`src/rtl/dac_sched_pkg.sv`:
```
// AD5628 command codes, scheduler state encoding and command-word packing.
// DAC_BATCH_UPDATE_EN selects input-register writes followed by one update-all frame.
package dac_sched_pkg;

    localparam logic [3:0] CMD_WR_IN  = 4'h0;
    localparam logic [3:0] CMD_UPD_N  = 4'h1;
    localparam logic [3:0] CMD_WR_UPD = 4'h3;
    localparam logic [3:0] CMD_RESET  = 4'h7;
    localparam logic [3:0] CMD_REF    = 4'h8;
    localparam logic [3:0] ADDR_ALL   = 4'hF;

`ifdef DAC_BATCH_UPDATE_EN
    localparam logic [3:0] CMD_WR = CMD_WR_IN;
`else
    localparam logic [3:0] CMD_WR = CMD_WR_UPD;
`endif

    typedef enum logic [2:0] {
        S_INIT_RST,
        S_INIT_REF,
        S_IDLE,
        S_ISSUE,
`ifdef DAC_BATCH_UPDATE_EN
        S_WAIT,
        S_UPD
`else
        S_WAIT
`endif
    } state_e;

    // AD5628 frame: 4 don't-care, command, address, 12-bit data, 8 don't-care.
    function automatic logic [31:0] pack_cmd(input logic [3:0]  cmd,
                                             input logic [3:0]  addr,
                                             input logic [11:0] data);
        return {4'h0, cmd, addr, data, 8'h00};
    endfunction

endpackage

```
`src/rtl/dac_update_scheduler_if.sv`:
```
// Command handshake between the DAC scheduler (master) and the SPI shift engine (slave).
interface dac_update_scheduler_if;

    logic        cmd_valid;
    logic        cmd_ready;
    logic [31:0] cmd_word;
    logic        cmd_done;

    modport master (
        output cmd_valid,
        output cmd_word,
        input  cmd_ready,
        input  cmd_done
    );

    modport slave (
        input  cmd_valid,
        input  cmd_word,
        output cmd_ready,
        output cmd_done
    );

endinterface

```
`src/rtl/rr_arbiter8.sv`:
```
// Combinational 8-way round-robin pick: first request at or after ptr_i, wrapping 7->0.
module rr_arbiter8 (
    input  logic [7:0] req_i,
    input  logic [2:0] ptr_i,
    output logic [7:0] gnt_o,
    output logic [2:0] idx_o
);

    logic       found;
    logic [2:0] pos;

    always_comb begin
        gnt_o = '0;
        idx_o = '0;
        found = 1'b0;
        pos   = '0;
        for (int unsigned i = 0; i < 8; i++) begin
            pos = ptr_i + 3'(i);
            if (!found && req_i[pos]) begin
                found      = 1'b1;
                idx_o      = pos;
                gnt_o[pos] = 1'b1;
            end
        end
    end

endmodule

```
`src/rtl/dac_update_scheduler.sv`:
```
// Sequences AD5628 init frames, then coalesced round-robin channel writes to the SPI engine.
// Optional DAC_BATCH_UPDATE_EN: channel writes go to input regs, then one update-all frame.
module dac_update_scheduler
    import dac_sched_pkg::*;
#(
    parameter bit          INIT_REF = 1'b1,
    parameter int unsigned TIMEOUT  = 4096
) (
    input  logic                          clk_sys,
    input  logic                          rst_sys,
    input  logic                          wr_en,
    input  logic [2:0]                    wr_ch,
    input  logic [11:0]                   wr_data,
    dac_update_scheduler_if.master        cmd,
    output logic [7:0]                    pending,
    output logic                          init_done,
    output logic                          busy,
    output logic                          err
);

    localparam int unsigned TW = (TIMEOUT > 1) ? $clog2(TIMEOUT) : 1;
    localparam logic [TW-1:0] TMO_LAST = TW'(TIMEOUT - 1);

    state_e        state_q, state_d;
    state_e        ret_st_q, ret_st_d;   // where to go after cmd_done
    state_e        org_st_q, org_st_d;   // state that built the frame; retried on timeout
    logic [31:0]   cmd_word_q, cmd_word_d;
    logic [11:0]   shadow_q [8];
    logic [11:0]   shadow_d [8];
    logic [7:0]    pending_q, pending_d;
    logic [2:0]    ptr_q, ptr_d;
    logic [2:0]    gnt_ch_q, gnt_ch_d;
    logic          init_done_q, init_done_d;
    logic          err_q, err_d;
    logic [TW-1:0] tmo_q, tmo_d;
`ifdef DAC_BATCH_UPDATE_EN
    logic          sent_q, sent_d;
`endif

    logic [7:0] arb_gnt;
    logic [2:0] arb_idx;
    logic       tmo_hit;

    rr_arbiter8 u_arb (
        .req_i (pending_q),
        .ptr_i (ptr_q),
        .gnt_o (arb_gnt),
        .idx_o (arb_idx)
    );

    assign tmo_hit = (tmo_q == TMO_LAST);

    always_comb begin
        state_d     = state_q;
        ret_st_d    = ret_st_q;
        org_st_d    = org_st_q;
        cmd_word_d  = cmd_word_q;
        shadow_d    = shadow_q;
        pending_d   = pending_q;
        ptr_d       = ptr_q;
        gnt_ch_d    = gnt_ch_q;
        err_d       = err_q;
        tmo_d       = tmo_q;
`ifdef DAC_BATCH_UPDATE_EN
        sent_d      = sent_q;
`endif

        unique case (state_q)
            S_INIT_RST: begin
                cmd_word_d = pack_cmd(CMD_RESET, 4'h0, 12'h000);
                org_st_d   = S_INIT_RST;
                ret_st_d   = INIT_REF ? S_INIT_REF : S_IDLE;
                tmo_d      = '0;
                state_d    = S_ISSUE;
            end
            S_INIT_REF: begin
                cmd_word_d = pack_cmd(CMD_REF, 4'h0, 12'h001);
                org_st_d   = S_INIT_REF;
                ret_st_d   = S_IDLE;
                tmo_d      = '0;
                state_d    = S_ISSUE;
            end
            S_IDLE: begin
                if (init_done_q && (|pending_q)) begin
                    cmd_word_d = pack_cmd(CMD_WR, {1'b0, arb_idx}, shadow_q[arb_idx]);
                    pending_d  = pending_q & ~arb_gnt;
                    gnt_ch_d   = arb_idx;
                    ptr_d      = arb_idx + 3'd1;
                    org_st_d   = S_IDLE;
                    ret_st_d   = S_IDLE;
                    tmo_d      = '0;
                    state_d    = S_ISSUE;
`ifdef DAC_BATCH_UPDATE_EN
                    sent_d     = 1'b1;
                end else if (sent_q) begin
                    state_d    = S_UPD;
`endif
                end
            end
`ifdef DAC_BATCH_UPDATE_EN
            S_UPD: begin
                cmd_word_d = pack_cmd(CMD_UPD_N, ADDR_ALL, 12'h000);
                org_st_d   = S_UPD;
                ret_st_d   = S_IDLE;
                tmo_d      = '0;
                state_d    = S_ISSUE;
            end
`endif
            S_ISSUE: begin
                if (cmd.cmd_ready) begin
                    tmo_d   = '0;
                    state_d = S_WAIT;
                end else if (tmo_hit) begin
                    err_d   = 1'b1;
                    state_d = org_st_q;
                    if (org_st_q == S_IDLE) pending_d[gnt_ch_q] = 1'b1;
                end else begin
                    tmo_d = tmo_q + 1'b1;
                end
            end
            S_WAIT: begin
                if (cmd.cmd_done) begin
                    state_d = ret_st_q;
`ifdef DAC_BATCH_UPDATE_EN
                    if (org_st_q == S_UPD) sent_d = 1'b0;
`endif
                end else if (tmo_hit) begin
                    err_d   = 1'b1;
                    state_d = org_st_q;
                    if (org_st_q == S_IDLE) pending_d[gnt_ch_q] = 1'b1;
                end else begin
                    tmo_d = tmo_q + 1'b1;
                end
            end
            default: state_d = S_INIT_RST;
        endcase

        // A new write wins over the grant clear, so the channel gets re-sent with fresh data.
        if (wr_en) begin
            shadow_d[wr_ch]  = wr_data;
            pending_d[wr_ch] = 1'b1;
        end

        init_done_d = init_done_q | (state_d == S_IDLE);
    end

    always_ff @(posedge clk_sys) begin
        if (!rst_sys) begin
            state_q     <= S_INIT_RST;
            ret_st_q    <= S_INIT_RST;
            org_st_q    <= S_INIT_RST;
            cmd_word_q  <= '0;
            shadow_q    <= '{default: '0};
            pending_q   <= '0;
            ptr_q       <= '0;
            gnt_ch_q    <= '0;
            init_done_q <= 1'b0;
            err_q       <= 1'b0;
            tmo_q       <= '0;
`ifdef DAC_BATCH_UPDATE_EN
            sent_q      <= 1'b0;
`endif
        end else begin
            state_q     <= state_d;
            ret_st_q    <= ret_st_d;
            org_st_q    <= org_st_d;
            cmd_word_q  <= cmd_word_d;
            shadow_q    <= shadow_d;
            pending_q   <= pending_d;
            ptr_q       <= ptr_d;
            gnt_ch_q    <= gnt_ch_d;
            init_done_q <= init_done_d;
            err_q       <= err_d;
            tmo_q       <= tmo_d;
`ifdef DAC_BATCH_UPDATE_EN
            sent_q      <= sent_d;
`endif
        end
    end

    assign cmd.cmd_valid = (state_q == S_ISSUE);
    assign cmd.cmd_word  = cmd_word_q;
    assign busy          = (state_q == S_ISSUE) || (state_q == S_WAIT);
    assign pending       = pending_q;
    assign init_done     = init_done_q;
    assign err           = err_q;

endmodule
```
`src/flat_wrapper.sv`:
```
// flat-port wrapper written by rule: the top's interface ports become plain ports
module dac_update_scheduler_flat import dac_sched_pkg::*;
#(
    parameter bit          INIT_REF = 1'b1,
    parameter int unsigned TIMEOUT  = 4096
)
  (clk_sys, rst_sys, wr_en, wr_ch, wr_data, pending, init_done, busy, err, cmd_cmd_valid, cmd_cmd_word, cmd_cmd_ready, cmd_cmd_done);
  dac_update_scheduler_if cmd_i ();
  input  logic clk_sys;
  input  logic rst_sys;
  input  logic wr_en;
  input  logic [2:0] wr_ch;
  input  logic [11:0] wr_data;
  output logic [7:0] pending;
  output logic init_done;
  output logic busy;
  output logic err;
  output wire logic [$bits(cmd_i.cmd_valid)-1:0] cmd_cmd_valid;
  output wire logic [$bits(cmd_i.cmd_word)-1:0] cmd_cmd_word;
  input wire logic [$bits(cmd_i.cmd_ready)-1:0] cmd_cmd_ready;
  input wire logic [$bits(cmd_i.cmd_done)-1:0] cmd_cmd_done;
  assign cmd_cmd_valid = cmd_i.cmd_valid;
  assign cmd_cmd_word = cmd_i.cmd_word;
  assign cmd_i.cmd_ready = cmd_cmd_ready;
  assign cmd_i.cmd_done = cmd_cmd_done;
  dac_update_scheduler #(.INIT_REF(INIT_REF), .TIMEOUT(TIMEOUT)) u_core (.clk_sys(clk_sys), .rst_sys(rst_sys), .wr_en(wr_en), .wr_ch(wr_ch), .wr_data(wr_data), .cmd(cmd_i), .pending(pending), .init_done(init_done), .busy(busy), .err(err));
endmodule
```
`config.mk`:
```
export PLATFORM = sky130hd
export DESIGN_NAME = dac_update_scheduler_flat
export DESIGN_NICKNAME = d
export VERILOG_FILES = /design/src/rtl/dac_sched_pkg.sv /design/src/rtl/dac_update_scheduler_if.sv /design/src/rtl/rr_arbiter8.sv /design/src/rtl/dac_update_scheduler.sv /design/src/flat_wrapper.sv
export SDC_FILE = /design/constraint.sdc
export NUM_CORES = 1
export LEC_CHECK = 0
export ABC_AREA = 1
export CAP_MARGIN = 20
export CORE_MARGIN = 2
export CORE_UTILIZATION = 42
export CTS_CLUSTER_SIZE = 8
export DETAILED_ROUTE_END_ITERATION = 8
export GPL_ROUTABILITY_DRIVEN = 0
export SYNTH_ARGS = -nofsm -noshare
export SYNTH_HDL_FRONTEND = slang
export SYNTH_HIERARCHICAL = 1
export SYNTH_SLANG_ARGS = --single-unit
```
`constraint.sdc`:
```
create_clock -name clk_sys -period 3.9 [get_ports clk_sys]
set_input_delay 0.78 -clock clk_sys [delete_from_list [all_inputs] [get_ports clk_sys]]
set_output_delay 0.78 -clock clk_sys [all_outputs]
set_load 0.05 [all_outputs]
```
Word-level counts from Yosys, hierarchy flattened

Index checks and enable logic that the tools add are counted.

Register bits after elaboration: 165
Input bits: 20
Output and inout bits: 44

Add/sub/neg operators: 9
$lt $le $gt $ge: 23
Equality and inequality tests: 10
Multiplexer cells: 91
Bitwise logic cells: 14
Reductions and logical operators: 37

Operator list:

| operator                                                                      | number |
|---|---|
| 8-bit 2-to-1 mux                                                              | 14 |
| 96-bit bitwise mux                                                            | 1 |
| 32-bit one-hot mux with 3 select lines                                        | 1 |
| 12-bit 2-to-1 mux                                                             | 7 |
| 8-bit bitwise OR                                                              | 9 |
| 12-bit one-hot mux with 4 select lines                                        | 1 |
| 3-bit by 4-bit less-than comparator with 1-bit output (second input constant) | 10 |
| 3-bit 2-to-1 mux                                                              | 13 |
| 12-bit binary-select mux with 3-bit select                                    | 1 |
| 12-bit demux with 3-bit select                                                | 1 |
| 32-bit 2-to-1 mux                                                             | 1 |
| 1-bit demux with 3-bit select                                                 | 10 |
| 3-bit by 1-bit >= comparator with 1-bit output (second input constant)        | 10 |
| 1-bit 2-to-1 mux                                                              | 28 |
| 1-bit binary-select mux with 3-bit select                                     | 8 |
| 8-bit one-hot mux with 3 select lines                                         | 1 |
| 1-bit logical AND                                                             | 19 |
| 3-bit one-hot mux with 3 select lines                                         | 2 |
| 12-bit by 1-bit adder with 12-bit output (second input constant)              | 1 |
| 3-bit adder (second input constant)                                           | 4 |
| 12-bit equality test (second input constant)                                  | 1 |
| 3-bit by 2-bit equality test with 1-bit output (second input constant)        | 4 |
| 3-bit one-hot mux with 4 select lines                                         | 1 |
| 8-bit AND                                                                     | 1 |
| other kinds (22)                                                              | 35 |

Longest topological paths before layout

Gate-level depths: netlist of run 1.

Depth after elaboration: 30
Mapped depth: 26
Gate-level depth less buffers: 23

Cells and area by module

The synthesis of run 1 kept the hierarchy.

Modules (own cells, without submodules):

| module               | times used | cells an instance | area an instance (µm²) |
|---|---|---|---|
| dac_update_scheduler | 1          | 1016              | 6836.6 |
| rr_arbiter8          | 1          | 301               | 1552.7 |

Least setup slack after synthesis of run 1

No wires, ideal clock.

Path type: flip-flop to flip-flop
From: reg u_core.ptr_q[0]
To: reg u_core.cmd_word_q[12] (netlist: u_core/cmd.cmd_word[12])
Arrival: 3193 ps
Slack: 636 ps
Stages on the path, launching flop included: 21
Path buffers: 5
Period minus slack after synthesis: 3264 ps
Path through: dfxtp_1 > inv_2 > buf_6 > buf_2 > ha_1 > inv_1 > nand3_1 > nand2_1 > o21ai_4 > nor2_8 > nand4_4 > nor2_4 > buf_6 > nand3_1 > nand3_1 > buf_2 > clkbuf_1 > o21ai_0 > o211ai_1 > nand3_1 > a21oi_1

Word-level cells in the longest chain between the ends: 30
Elaborated cells on any way between the ends: 58
Classes of those cells: add/sub (7); mux (36); bitwise (1); reduce/logical (14)

RTL lines:

| item                                                                                            | line                        | RTL |
|---|---|---|
| start, declared                                                                                 | dac_update_scheduler.sv:31  | `logic [2:0] ptr_q, ptr_d;` |
| start signal, assigned                                                                          | dac_update_scheduler.sv:170 | `ptr_q <= ptr_d;` |
| parallel branches: the longest is 23 deep, another holds 3-bit by 1-bit adder with 3-bit output | -                           |  |
| 3-bit 2-to-1 mux (*)                                                                            | rr_arbiter8.sv:19           | `if (!found && req_i[pos]) begin` |
| net u_core.arb_idx[1]                                                                           | dac_update_scheduler.sv:41  | `logic [2:0] arb_idx;` |
| 3-bit NOT with 4-bit output (not written as such) (*)                                           | dac_update_scheduler.sv:85  | `cmd_word_d = pack_cmd(CMD_WR, {1'b0, arb_idx}, shadow_q[arb_idx]);` |
| 12-bit binary-select mux with 3-bit select (*)                                                  | dac_update_scheduler.sv:85  |  |
| 12-bit 2-to-1 mux (not written as such) (*) (2 in a row)                                        | dac_update_scheduler.sv:85  |  |
| 32-bit 2-to-1 mux (*)                                                                           | dac_update_scheduler.sv:84  | `if (init_done_q && (\|pending_q)) begin` |
| 32-bit one-hot mux with 3 select lines (*)                                                      | dac_update_scheduler.sv:68  | `unique case (state_q)` |
| end signal, assigned                                                                            | dac_update_scheduler.sv:167 | `cmd_word_q <= cmd_word_d;` |
| end, declared                                                                                   | dac_update_scheduler.sv:27  | `logic [31:0] cmd_word_q, cmd_word_d;` |

Mark *: on every way through the listed nets, which the timed path passes. The select of a mux whose other input is x is not followed.
A chain may end at the register's enable or synchronous reset.

Final worst setup path of run 1

From: reg u_core.ptr_q[0]
To: reg u_core.cmd_word_q[17] (netlist: u_core/cmd.cmd_word[17])

The elaborated chain is that of the path after synthesis.

==> results of run 1 <==
logic make-up (layout without fill, tap and decap cells):
group	count (synthesis)	in the layout
AO/OA/AOI/OAI	246	246
other	1	13
AND/OR/NAND/NOR	701	701
buffers and inverters	212	218
flip-flops	147	147
adder cells (fa/ha/maj)	8	8
XOR/XNOR	2	2
state kept, by name (all words and copies together), names as in the netlist:
signal / flops
u_core/shadow_q: 96
u_core/cmd.cmd_word: 16
u_core/tmo_q: 12
u_core/pending: 8
u_core/gnt_ch_q: 3
u_core/ptr_q: 3
u_core/state_q: 3
u_core/org_st_q: 2
u_core/ret_st_q: 2
u_core/err: 1
u_core/init_done: 1
through the flow:
| step | power [W] | hold slack [ps] | worst slack [ps] | utilization [%] |
|---|---|---|---|---|
| 2_1_floorplan | 0.002553 | 424.7 | 636.3 | - |
| 3_3_place_gp | 0.002852 | 438.4 | 529.4 | 45.92 |
| 3_5_place_dp | 0.002861 | 442.7 | 428.8 | 45.92 |
| 4_1_cts | 0.004554 | 452.0 | 416.6 | 49.01 |
| 5_1_grt | 0.004774 | 482.2 | 111.6 | 49.04 |
| 6_report | 0.004550 | 448.7 | 440.6 | 49.04 |
worst register-to-register path: cells and delay by family (launching register included):
kind            cells  cell delay (ps)
simple gates        9             1540
buf+inv             4              750
compound gates      4              550
flops               1              340
fa+ha+maj           1              220
layout make-up:
| class | count | area [sq um] |
|---|---|---|
| clock buffers | 17 | 425.4 |
| flip-flops and latches | 147 | 2943 |
| inverters | 111 | 419.2 |
| repair buffers | 76 | 728.2 |
| multi-input cells | 970 | 4549 |
| clock inverters | 14 | 178.9 |
| fillers | 2074 | 9951 |
| well taps | 265 | 331.6 |
synth_stat cells, drive strengths merged:
cell and n:
nor3 33, a21boi 1, dfxtp 147, a21oi 61, buf 54, nand3b 2
o22ai 1, o211ai 23, o21ai 160, clkbuf 47, nand2 225, nand3 125
nand4 18, xnor2 2, inv 111, or2 1, ha 8, conb 1
nor2 297
report_power, final:
part           internal, W  total, W  switching, W
clock              0.00102   0.00170      0.000683
sequential         0.00156   0.00159     0.0000375
combinational     0.000403   0.00126      0.000855
total              0.00297   0.00455       0.00158
per-layer routing:
metal	GRT usage [%]	vias to the layer above	routed length [microns]
met5	0	-	0
met4	6.078	0	330
met1	32.56	3897	11570
met3	3.793	21	1446
met2	40.43	283	12300
li1	-	4253	-
path summary, 6_finish.rpt:
| path | endpoint |
|---|---|
| max | u_core/cmd.cmd_word[17] |
| min | u_core/err |
| max reg2reg | u_core/cmd.cmd_word[17] |
| min reg2reg | u_core/err |
cell usage in the layout (no fill, tap or decap), drive strengths merged, types with 3 or more instances in the layout:
cell type,count
nor2,297
nand2,225
o21ai,160
dfxtp,147
nand3,125
inv,116
a21oi,61
clkdlybuf4s50,49
nor3,33
buf,27
o211ai,23
nand4,18
clkbuf,17
conb,13
ha,8
clkinv,4
bufinv,3
==> flow_metrics.py, run 1 <==
metrics = {
    "outcome": {
        "outcome": "finished, final reports clean",
    },
    "timing": {
        "fin_tns_setup_ps": 0,
        "rsz0062_at_grt": "no",
        "fin_worst_skew_ps": 8.610,
        "fmax_mhz": 289.1,
        "slew_headroom_pct": 32.10,
        "tightest_slew_ps": 1019,
        "finalSetupViolations": 0,
        "period_share_pct": 88.70,
        "slew_viol_final": 0,
        "min_period_ps": 3459,
        "hold_viol": 0,
    },
    "worst_setup_path": {
        "critPathArrivalTime_ps": 3800,
        "path_max_fanout": 23,
        "r2r_start": "u_core/ptr_q[0]",
        "critPathKind": "flop to flop",
        "rrSetupSlack_ps": 440,
        "cp-end-kind": "flop",
        "worstSetupStartpointType": "flop",
        "crit_chain": "buf_4, ha_1, inv_1, nand2_1, nand2_2, nand3_2, o21ai_4, nor2_8, nand4_4, nor2_4, buf_4, nand3_1, nand3_2, buf_12, o21ai_0, o211ai_1, nand3_1, a21oi_1",
        "crit_buf_inv": 4,
        "crit_path_max_incr_delay_ps": 340,
        "path_depth": 18,
        "reg2reg_depth": 18,
        "cp_slowest_cell": "dfxtp_1",
        "setup.worst_path.start": "u_core/ptr_q[0]",
        "cp.required_ps": 4250,
        "critPathTopFamily": "simple AND/OR/NAND/NOR gates",
    },
    "drt": {
        "wl_per_cell_microns": 16.03,
        "ant_nets": 0,
        "vias": 8454,
        "drc": 0,
        "wl_microns": 25650,
        "drt-vias-per-instance": 5.284,
        "first_pass_iters": 7,
        "drtIter0Drc": 753,
    },
    "run": {
        "maxCapViolations": 0,
    },
    "yosys": {
        "synth_top_area_share_pct": 35.08,
        "yosys.area.top_type": "dfxtp_1",
        "post_synth_inst_count": 1317,
        "synth-xor-area-share_pct": 0.2088,
        "yosys-top-cells-area": "dfxtp_1 35%, nor2_1 13%, nand2_1 9.7%",
        "synth_area_per_cell_sq_um": 6.370,
        "yosysSeqAreaShare_pct": 35.08,
        "ys_ff_latch": 147,
        "syn-cell-area_sq_um": 8389,
        "yosys.area_share.simple_pct": 36.42,
        "synth_compound_area_share_pct": 15.67,
        "synth_top_family_by_area": "simple AND/OR/NAND/NOR gates",
        "muxShareOfSynthArea_pct": 0,
        "synth.distinct_cells": 39,
        "yosys_warnings": 6,
        "synth_fa_ha_area_share_pct": 1.193,
    },
    "grt": {
        "grt_max_degree": 114,
        "overflow": 0,
        "grt_pass1_vias": 7816,
        "track_usage_pct": 24.11,
        "grt_pass1_wl_microns": 41340,
        "grt_antenna_before_repair": 0,
    },
    "clock_network": {
        "clk_path_buf_depth": 2,
        "ctsResizeCount": 0,
        "cts_sinks": 147,
        "cts_max_level": 4,
        "clockRootBuffer": "clkbuf_16",
        "cts-buffers-inserted": 17,
        "holdBufCountCts": 0,
        "post_cts_buffers": 0,
        "clk_latency_ps": 410,
        "cts_tree": "built",
        "clk_pin_slew_ps": 60,
    },
    "layout": {
        "stdcell_count": 1600,
        "nets": 1351,
        "diodes": 0,
        "areaGrowthSynthToFinish_pct": 14.14,
        "fin_area_sq_um": 9575,
        "drive_above_1_share_pct": 7.266,
    },
    "floorplan": {
        "coreArea_sq_um": 19530,
        "io_pins": 64,
        "dieHeight_microns": 145.3,
        "start_util_pct": 42.96,
        "die-area_sq_um": 21120,
        "die_x_microns": 145.3,
        "rows": 51,
    },
    "place": {
        "placedCellCount": 1569,
        "post-dp-hpwl_microns": 16610,
        "placed_area_sq_um": 8966,
        "io_buffer_count": 50,
    },
    "power": {
        "p_leak_nw": 4.052,
        "power.density_nw_per_um2": 475.1,
        "ir_drop_v": 0.0003234,
    },
    "hold_path": {
        "whs_path_depth": 2,
        "hold_path.startpoint": "u_core/err",
        "hold_path_class": "flop to flop",
    },
}
Note: power is estimated with default switching activity, not from simulation.
==> run 2: changes to the inputs <==
--- a/config.mk
+++ b/config.mk
@@ -16,3 +16,4 @@
 export SYNTH_HDL_FRONTEND = slang
 export SYNTH_HIERARCHICAL = 1
 export SYNTH_SLANG_ARGS = --single-unit
+export TNS_END_PERCENT = 10
==> results of run 2 <==
Final layout, timing and power as in run 1 (identical DEF).
==> run 3: changes to the inputs <==
--- a/config.mk
+++ b/config.mk
@@ -12,6 +12,7 @@
 export CTS_CLUSTER_SIZE = 8
 export DETAILED_ROUTE_END_ITERATION = 8
 export GPL_ROUTABILITY_DRIVEN = 0
+export GPL_TIMING_DRIVEN = 0
 export SYNTH_ARGS = -nofsm -noshare
 export SYNTH_HDL_FRONTEND = slang
 export SYNTH_HIERARCHICAL = 1
==> run 3 against run 2 <==
Power is 1.0% higher. Critical path type unchanged. Global-route usage rose by 0.53 points. Combinational power increased by 9.5%. Die area is the same. Cell area increased by 2.4%. Utilization increased by 1.2 points. Clock skew increased by 0.66 ps. Highest routed layer unchanged. First-iteration DRC count down 3.3%. Critical endpoint unchanged.
==> flow_metrics.py, run 3 (synthesis gave the netlist of run 1 again) <==
metrics = {
    "outcome": {
        "outcome": "finished, final reports clean",
    },
    "worst_setup_path": {
        "path_max_fanout": 10,
        "critPathKind": "flop to flop",
        "worstSetupStartpointType": "flop",
        "cp-end-kind": "flop",
        "cp.required_ps": 4260,
        "critPathArrivalTime_ps": 4130,
    },
    "layout": {
        "layout_commonest_cell": "nor2_1",
        "drive_above_1_share_pct": 9.006,
        "nets": 1414,
        "post-route-util_pct": 50.22,
        "areaGrowthSynthToFinish_pct": 16.88,
        "diodes": 0,
        "largest-register": "u_core/shadow_q",
        "multi_input_area_sq_um": 4567,
        "largest_reg_flops": 96,
        "n_fill_cell": 2096,
        "layout_common_cells": "289 x nor2_1, 216 x nand2_1, 149 x o21ai_0",
        "register_area_sq_um": 2945,
    },
    "power": {
        "finalPower_w": 0.004595,
        "p_leak_nw": 4.181,
        "p_int_w": 0.002849,
        "ir_drop_v": 0.0002704,
        "clock_power_share_pct": 35.2,
        "switching_share_pct": 38.00,
        "switchingPower_w": 0.001746,
        "power.density_nw_per_um2": 468.6,
        "p_comb_share_pct": 30.1,
        "pwr-share-seq_pct": 34.6,
    },
    "drt": {
        "wl_microns": 26030,
        "wl_per_cell_microns": 15.64,
        "drtIter0Drc": 728,
        "ant_nets": 0,
        "drc": 0,
        "first_pass_iters": 6,
        "drt-vias-per-instance": 5.255,
        "vias": 8745,
    },
    "clock_network": {
        "cts_tree": "built",
        "clk_pin_slew_ps": 70,
        "cts_max_level": 4,
        "clk_path_buf_depth": 2,
        "cts-buffers-inserted": 17,
        "cts_sinks": 147,
        "clockRootBuffer": "clkbuf_16",
        "clk_latency_ps": 440,
    },
    "timing": {
        "hold_viol": 0,
        "finalSetupViolations": 0,
        "slew_viol_final": 0,
        "period_share_pct": 96.54,
        "slew_headroom_pct": 61.92,
        "rsz0062_at_grt": "no",
        "fin_tns_setup_ps": 0,
        "fmax_mhz": 265.6,
        "tightest_slew_ps": 571.2,
        "min_period_ps": 3765,
        "fin_worst_skew_ps": 9.266,
    },
    "grt": {
        "grt_pass1_vias": 8222,
        "grt_max_degree": 18,
        "grt_pass1_wl_microns": 41950,
        "overflow": 0,
        "grt_antenna_before_repair": 0,
        "track_usage_pct": 24.65,
    },
    "hold_path": {
        "hold_path_class": "flop to flop",
    },
    "floorplan": {
        "start_util_pct": 42.96,
        "die_x_microns": 145.3,
        "dieHeight_microns": 145.3,
        "coreArea_sq_um": 19530,
        "rows": 51,
        "io_pins": 64,
        "die-area_sq_um": 21120,
    },
    "run": {
        "maxCapViolations": 0,
    },
    "place": {
        "io_buffer_count": 38,
        "post-dp-hpwl_microns": 19460,
    },
}
run 3: final cells by class:
class,instances,share of cell area [%]
timing repair buffer,39,3.956
sequential,147,30.04
inverter,111,4.275
buffer,100,5.729
tap,265,3.381
clock buffer,17,4.338
multi-input combinational,970,46.57
clock inverter,15,1.710
run 3: repair_timing:
item / 4_1_cts / 5_1_grt
pin swaps: 1 / 2
buffers inserted: 1 / 0
hold buffers: 0 / 0
resized for setup: 25 / 11
endpoints found under the setup margin: 15 / 12
cloned: 0 / 0
run 3: per-stage QoR:
stage	std cells	area, sq um	setup slack (ps)	hold WS, ps
2_1_floorplan	1329	8434	636.3	424.7
3_3_place_gp	1632	9146	-600.9	439.7
3_5_place_dp	1632	9146	-688.8	447.3
4_1_cts	1665	9784	13.06	459.0
5_1_grt	1664	9806	1.553	480.1
6_report	1664	9806	135.0	457.0
run 3: power groups by stage:
stage	combinational, W	clock (W)	sequential [W]
final	0.00138	0.00162	0.00159
after detailed placement	0.00133	0	0.00163
after CTS	0.00136	0.00165	0.00159
after global placement	0.00132	0	0.00162
after floorplan	0.000904	0	0.00165
after global routing	0.00151	0.00172	0.00160
run 3: final timing paths:
kind | from | endpoint | slack (ps) | cells past startpoint
worst min-delay path | u_core/shadow_q[82] | u_core/shadow_q[82] | 460 | 2
worst max-delay path | u_core/ptr_q[1] | u_core/cmd.cmd_word[17] | 130 | 18
worst min register to register | u_core/shadow_q[82] | u_core/shadow_q[82] | 460 | 2
worst max register to register | u_core/ptr_q[1] | u_core/cmd.cmd_word[17] | 130 | 18
run 3: worst max-delay path, stage by stage, from the launching register on:
cell and delay [ps]:
dfxtp_2 360, buf_4 180, inv_1 240, ha_4 280
inv_2 110, nand3_1 100, nand2_1 160, o21ai_4 110
nor2_8 200, nand4_4 140, nor2_4 180, buf_6 160
nand3_1 80, nand3_2 180, buf_1 360, o21ai_0 170
o211ai_1 280, nand3_1 230, a21oi_1 160
run 3: metal layers:
layer  vias up  part of all wire [%]  GRT usage [%]
li1       4393                     -              -
met1      4045                    44          31.20
met2       256                    48          42.18
met3        51                   5.1          4.295
met4         0                   2.4          9.020
met5         -                     0              0
